File: src/rtl/priority_n_iter.sv
// Iterative lowest-index priority encoder: snapshots a pad-valid vector and emits up to MXOUT hits.
// Optional overflow reporting (overflow_o, ndropped_o) is compiled in with PRIORITY_OVERFLOW_EN.
module priority_n_iter #(
   parameter int MXKEYS    = 384,
   parameter int MXKEYBITS = 9,
   parameter int MXCNTB    = 3,
   parameter int MXOUT     = 8,
   parameter int MXOUTB    = 4
) (
   input  logic                       clock,
   input  logic                       reset_n,
   input  logic                       load_i,
   input  logic [MXKEYS-1:0]          vpfs_i,
   input  logic [MXKEYS*MXCNTB-1:0]   cnts_i,
   input  logic                       ready_i,
   output logic                       busy_o,
   output logic                       valid_o,
   output logic [MXKEYBITS-1:0]       adr_o,
   output logic [MXCNTB-1:0]          cnt_o,
   output logic                       last_o,
   output logic                       done_o,
   output logic [MXOUTB-1:0]          nfound_o,
   output logic                       overflow_o,
   output logic [MXOUTB-1:0]          ndropped_o
);

   typedef enum logic [1:0] {IDLE, SCAN, DONE} state_t;

   localparam logic [MXOUTB-1:0] LP_MXOUT = MXOUTB'(MXOUT);
   localparam logic [MXKEYS-1:0] LP_ONE   = {{(MXKEYS-1){1'b0}}, 1'b1};

   state_t                     r_state;
   logic [MXKEYS-1:0]          r_snap;
   logic [MXKEYS*MXCNTB-1:0]   r_cnts;
   logic [MXOUTB-1:0]          r_emitted;
   logic                       r_busy;
   logic                       r_valid;
   logic [MXKEYBITS-1:0]       r_adr;
   logic [MXCNTB-1:0]          r_cnt;
   logic                       r_last;
   logic                       r_done;
   logic [MXOUTB-1:0]          r_nfound;

   logic                       w_any;
   logic [MXKEYBITS-1:0]       w_idx;
   logic [MXCNTB-1:0]          w_cntSel;
   logic [MXKEYS-1:0]          w_snapClr;
   logic                       w_moreAfter;
   logic [MXOUTB-1:0]          w_emittedNext;
   logic                       w_finish;
   logic                       w_advance;

   // Scanning from the top down lets the lowest set index overwrite the result last.
   always_comb begin
      w_any    = 1'b0;
      w_idx    = '1;
      w_cntSel = '0;
      for (int k = MXKEYS-1; k >= 0; k--) begin
         if (r_snap[k]) begin
            w_any    = 1'b1;
            w_idx    = MXKEYBITS'(k);
            w_cntSel = r_cnts[k*MXCNTB +: MXCNTB];
         end
      end
   end

   assign w_snapClr     = r_snap & ~(LP_ONE << w_idx);
   assign w_moreAfter   = |w_snapClr;
   assign w_emittedNext = r_emitted + 1'b1;
   assign w_advance     = !r_valid || ready_i;
   // Either the final hit is being accepted, or the load arrived empty.
   assign w_finish      = (r_valid && ready_i && r_last) || (!r_valid && !w_any);

`ifdef PRIORITY_OVERFLOW_EN
   localparam logic [MXOUTB-1:0] LP_SAT = '1;

   logic                  r_overflow;
   logic [MXOUTB-1:0]     r_ndropped;
   logic [MXKEYBITS:0]    w_pop;
   logic [MXOUTB-1:0]     w_dropped;

   always_comb begin
      w_pop = '0;
      for (int k = 0; k < MXKEYS; k++) begin
         w_pop = w_pop + (MXKEYBITS+1)'(r_snap[k]);
      end
   end

   assign w_dropped  = (w_pop > (MXKEYBITS+1)'(LP_SAT)) ? LP_SAT : w_pop[MXOUTB-1:0];
   assign overflow_o = r_overflow;
   assign ndropped_o = r_ndropped;
`else
   assign overflow_o = 1'b0;
   assign ndropped_o = '0;
`endif

   // Whole controller, including the output register and the snapshot mask.
   always_ff @(posedge clock) begin
      if (!reset_n) begin
         r_state   <= IDLE;
         r_snap    <= '0;
         r_cnts    <= '0;
         r_emitted <= '0;
         r_busy    <= 1'b0;
         r_valid   <= 1'b0;
         r_adr     <= '1;
         r_cnt     <= '0;
         r_last    <= 1'b0;
         r_done    <= 1'b0;
         r_nfound  <= '0;
`ifdef PRIORITY_OVERFLOW_EN
         r_overflow <= 1'b0;
         r_ndropped <= '0;
`endif
      end else begin
         r_done <= 1'b0;
         case (r_state)
            IDLE: begin
               if (load_i) begin
                  r_snap    <= vpfs_i;
                  r_cnts    <= cnts_i;
                  r_emitted <= '0;
                  r_busy    <= 1'b1;
                  r_state   <= SCAN;
               end
            end
            SCAN: begin
               if (w_finish) begin
                  r_valid  <= 1'b0;
                  r_last   <= 1'b0;
                  r_done   <= 1'b1;
                  r_nfound <= r_emitted;
                  r_state  <= DONE;
`ifdef PRIORITY_OVERFLOW_EN
                  r_overflow <= w_any;
                  r_ndropped <= w_dropped;
`endif
               end else if (w_advance) begin
                  if (w_any && (r_emitted < LP_MXOUT)) begin
                     r_valid   <= 1'b1;
                     r_adr     <= w_idx;
                     r_cnt     <= w_cntSel;
                     r_last    <= !w_moreAfter || (w_emittedNext == LP_MXOUT);
                     r_snap    <= w_snapClr;
                     r_emitted <= w_emittedNext;
                  end else begin
                     r_valid <= 1'b0;
                  end
               end
            end
            DONE: begin
               r_busy  <= 1'b0;
               r_state <= IDLE;
            end
            default: r_state <= IDLE;
         endcase
      end
   end

   assign busy_o   = r_busy;
   assign valid_o  = r_valid;
   assign adr_o    = r_adr;
   assign cnt_o    = r_cnt;
   assign last_o   = r_last;
   assign done_o   = r_done;
   assign nfound_o = r_nfound;

endmodule
File: config.mk
export PLATFORM = sky130hd
export DESIGN_NAME = priority_n_iter
export DESIGN_NICKNAME = d
export VERILOG_FILES = /design/src/rtl/priority_n_iter.sv
export SDC_FILE = /design/constraint.sdc
export NUM_CORES = 2
export LEC_CHECK = 0
export CORE_AREA = 2 2 612 614
export DETAILED_ROUTE_END_ITERATION = 8
export DIE_AREA = 0 0 614 616
export SLEW_MARGIN = 30
export SYNTH_ARGS = -nofsm -noshare
export SYNTH_HDL_FRONTEND = slang
export SYNTH_SLANG_ARGS = --single-unit
export TNS_END_PERCENT = 10
File: constraint.sdc
create_clock -name clock -period 4.31 [get_ports clock]
set_input_delay 0.862 -clock clock [delete_from_list [all_inputs] [get_ports clock]]
set_output_delay 0.862 -clock clock [all_outputs]
set_load 0.005 [all_outputs]
==> metrics <==
final period utilization 1.33; Post-Syn Area per Cell 6.87 um2; CP Capture Type flip-flop; status finished with violations; WP depth 19; Clock Path Buffers 4; Filler Cells Inserted 40200; crit path to last_o; GRT Total Usage 0.324; post-synthesis register bit count 1562; CP max stage delay 680 ps; GRT overflow 0; crit path launch r_snap[256]; worst min-delay path class primary input to flip-flop; RSZ-0062 raised after global routing true; Clock Skew 80.5 ps; NetSw 16.9 mW; Via density 5.22; failing checks setup timing; H-tree levels 4; CP startpoint kind flip-flop; WHS 431 ps; relative slew slack 0.264; Most used DFF post-synth dfxtp_1; Max IR drop VDD 327 uV; TritonCTS sink count 1562; max-cap check violation count 0; Setup CP Type flip-flop to flip-flop; Power per Cell Area 394 mW/mm2; Slew @ Worst Pin 1090 ps; GP Congestion 1.08; cell family with most CP delay simple AND/OR/NAND/NOR gates; Clock Tree Root clkbuf_16; Die X 614 um; flop-to-flop setup slack -1430 ps; final wirelength 647000 um; Slew Viols, Final 0; FMAX 174 MHz; Detail Route Antenna Nets 0; First DRT Iteration DRCs 12200; sequential area share after synthesis 0.401; synth unique cells 103; Critical Path RT 5140 ps; Die H 616 um; first drt pass iteration count 8; Worst path slowest cell o211ai_1; core area 0.371 mm2; # IOs 1565; CP max FO 6; synthesized instance count 11300; # port buffers 1559; most frequent cells in the layout 3291 x nand2_1, 2069 x a21oi_1, 1953 x buf_4, 1559 x clkdlybuf4s50_1, 1558 x dfxtp_1; RR Startpoint r_snap[256]; fin crit period 5740 ps; vias in the first global route 95900; row cnt 224; Worst R2R End last_o; # DRC 0; Routed wire per std cell 32.9 um; worst r2r path cells 19; ys async rst share 0; Hold Vio Cnt, Final 0; number of synthesized flops with an enable pin 0; final worst slack -1430 ps; starting density of the core 0.210; clock latency on the worst-skew pair 980 ps; Area Growth Syn to Fin 58.7%; nets 15800; pin count of the biggest net entering global routing 218; crit-path cells buf_8, or4_4, nor4_4, buf_4, nand4_1, o211ai_1, buf_4, a41oi_2, nand2b_4, nand2b_2, nand3b_1, o21ai_0, buf_4, nand4_1, or4_4, nor4_4, nand4_1, buf_6, o41ai_2; most common cell after layout, fill and taps aside nand2_1; Comb power frac 0.299; CTS tree done; Clock power frac 0.372; Clock transition at path regs 70 ps; Total Power 48.8 mW; Seq pwr share 0.329; final setup fails 409; Netlist Area Pre-Place 0.0779 mm2; Switching Fraction 0.346; initial antenna violation count 458; Layout Utilization 0.333; Buf/Inv on CP 5; Yosys warning count 0; total die area 0.378 mm2; crit path DAT 6570 ps; fraction of layout cells with a size suffix above 1 0.199; Pint 31.9 mW; CTS buffer count 194; Vias 102000; Leak Pwr 47.4 nW; global-route wire length before repair 838000 um; Detailed Place HPWL 536000 um
==> logic make-up after synthesis <==
family | share of synthesized area
AOI/OAI and AO/OA | 0.282
adders and majority gates | 0.000161
and+or+nand+nor | 0.258
buffers and inverters | 0.0575
DFF | 0.401
xor gates and xnor gates | 0.000112
other | 0.0000481
muxes | 0.000771
==> per-layer routing <==
layer / up-vias / wire length (um) / track usage
met5: - / 974 / 0
met4: 150 / 52100 / 0.219
met3: 1773 / 59200 / 0.0855
met2: 5772 / 291000 / 0.519
met1: 49300 / 244000 / 0.376
li1: 45400 / - / -
==> worst min-delay path by stage <==
stage	to	depth (start not counted)	from	slack, ps
after floorplan	r_cnts[165]	2	r_cnts[165]	430
after global placement	r_cnts[510]	2	r_cnts[510]	440
after detailed placement	r_cnts[608]	2	r_cnts[608]	440
after CTS	r_cnts[813]	3	cnts_i[813]	380
after global routing	r_cnts[876]	3	cnts_i[876]	440
final	r_cnts[876]	3	cnts_i[876]	430
==> synthesized netlist by cell type (all sizes together) (10+ instances only) <==
master	number	share of area
a2111oi	54	0.0061
a211o	10	0.0011
a211oi	61	0.0060
a21boi	42	0.0040
a21o	23	0.0022
a21oi	2102	0.14
a221o	11	0.0014
a221oi	45	0.0051
a22oi	105	0.010
a311oi	11	0.0012
a31oi	41	0.0033
and2	10	0.00080
and3	41	0.0033
buf	85	0.0056
clkbuf	874	0.042
dfxtp	1562	0.40
inv	204	0.0098
nand2	3312	0.16
nand2b	54	0.0047
nand3	84	0.0054
nand3b	13	0.0013
nand4	76	0.0061
nor2	645	0.032
nor2b	115	0.0092
nor3	83	0.0055
nor3b	11	0.0011
nor4	153	0.013
o2111ai	69	0.0078
o211ai	178	0.017
o21a	18	0.0017
o21ai	826	0.053
o21bai	11	0.0011
o221ai	30	0.0034
o22a	16	0.0018
o22ai	22	0.0018
o311ai	17	0.0021
o31a	16	0.0018
o31ai	40	0.0040
o41ai	14	0.0017
or2	47	0.0038
or3	33	0.0027
or4	66	0.0066
==> power groups by stage <==
stage | logic (mW) | clock network, mW | registers [mW]
final | 14.6 | 18.1 | 16.1
after floorplan | 5.03 | 0 | 16.0
after global placement | 13.4 | 0 | 16.3
after detailed placement | 13.4 | 0 | 16.3
after global routing | 15.1 | 18.9 | 16.1
after CTS | 13.9 | 18.3 | 16.0
==> tightest hold or removal path: stages <==
cell,delay [ps]
clkdlybuf4s50_1,390
nand2_1,50
a21oi_1,50
==> state kept, by name, indices dropped and copies added, names as in the netlist <==
| register | cells |
|---|---|
| r_cnts | 1152 |
| r_snap | 384 |
| adr_o | 9 |
| nfound_o | 4 |
| r_emitted | 4 |
| cnt_o | 3 |
| r_state | 2 |
| busy_o | 1 |
| done_o | 1 |
| last_o | 1 |
| valid_o | 1 |
==> repair_timing <==
item,in CTS,in global routing
gates cloned,10,13
resized for setup,289,339
endpoints found under the hold margin,0,0
setup endpoints to repair,409,406
pin swaps,60,155
setup buffers,34,39
hold buffers,0,0
==> metrics by stage <==
step	area [um2]	setup TNS, ps	setup slack [ps]	cells
floorplan	77900	-80.1	-80.1	11300
global placement	113000	-335800	-2770	19000
detailed placement	113000	-310300	-2560	19000
CTS	122000	-109650	-1170	19400
global route	123000	-209520	-1370	19500
finish	124000	-198780	-1430	19600
==> cell type report <==
| class | count | area (um2) | area share |
|---|---|---|---|
| Multi-Input combinational cell | 8619 | 44000 | 0.355 |
| Timing Repair Buffer | 3711 | 34000 | 0.275 |
| Sequential cell | 1562 | 31300 | 0.253 |
| Tap cell | 4972 | 6220 | 0.0503 |
| Clock buffer | 251 | 5380 | 0.0435 |
| Clock inverter | 104 | 1520 | 0.0123 |
| Inverter | 204 | 773 | 0.00625 |
| Antenna cell | 208 | 520 | 0.00421 |
Power figures use the tool's default switching activity.
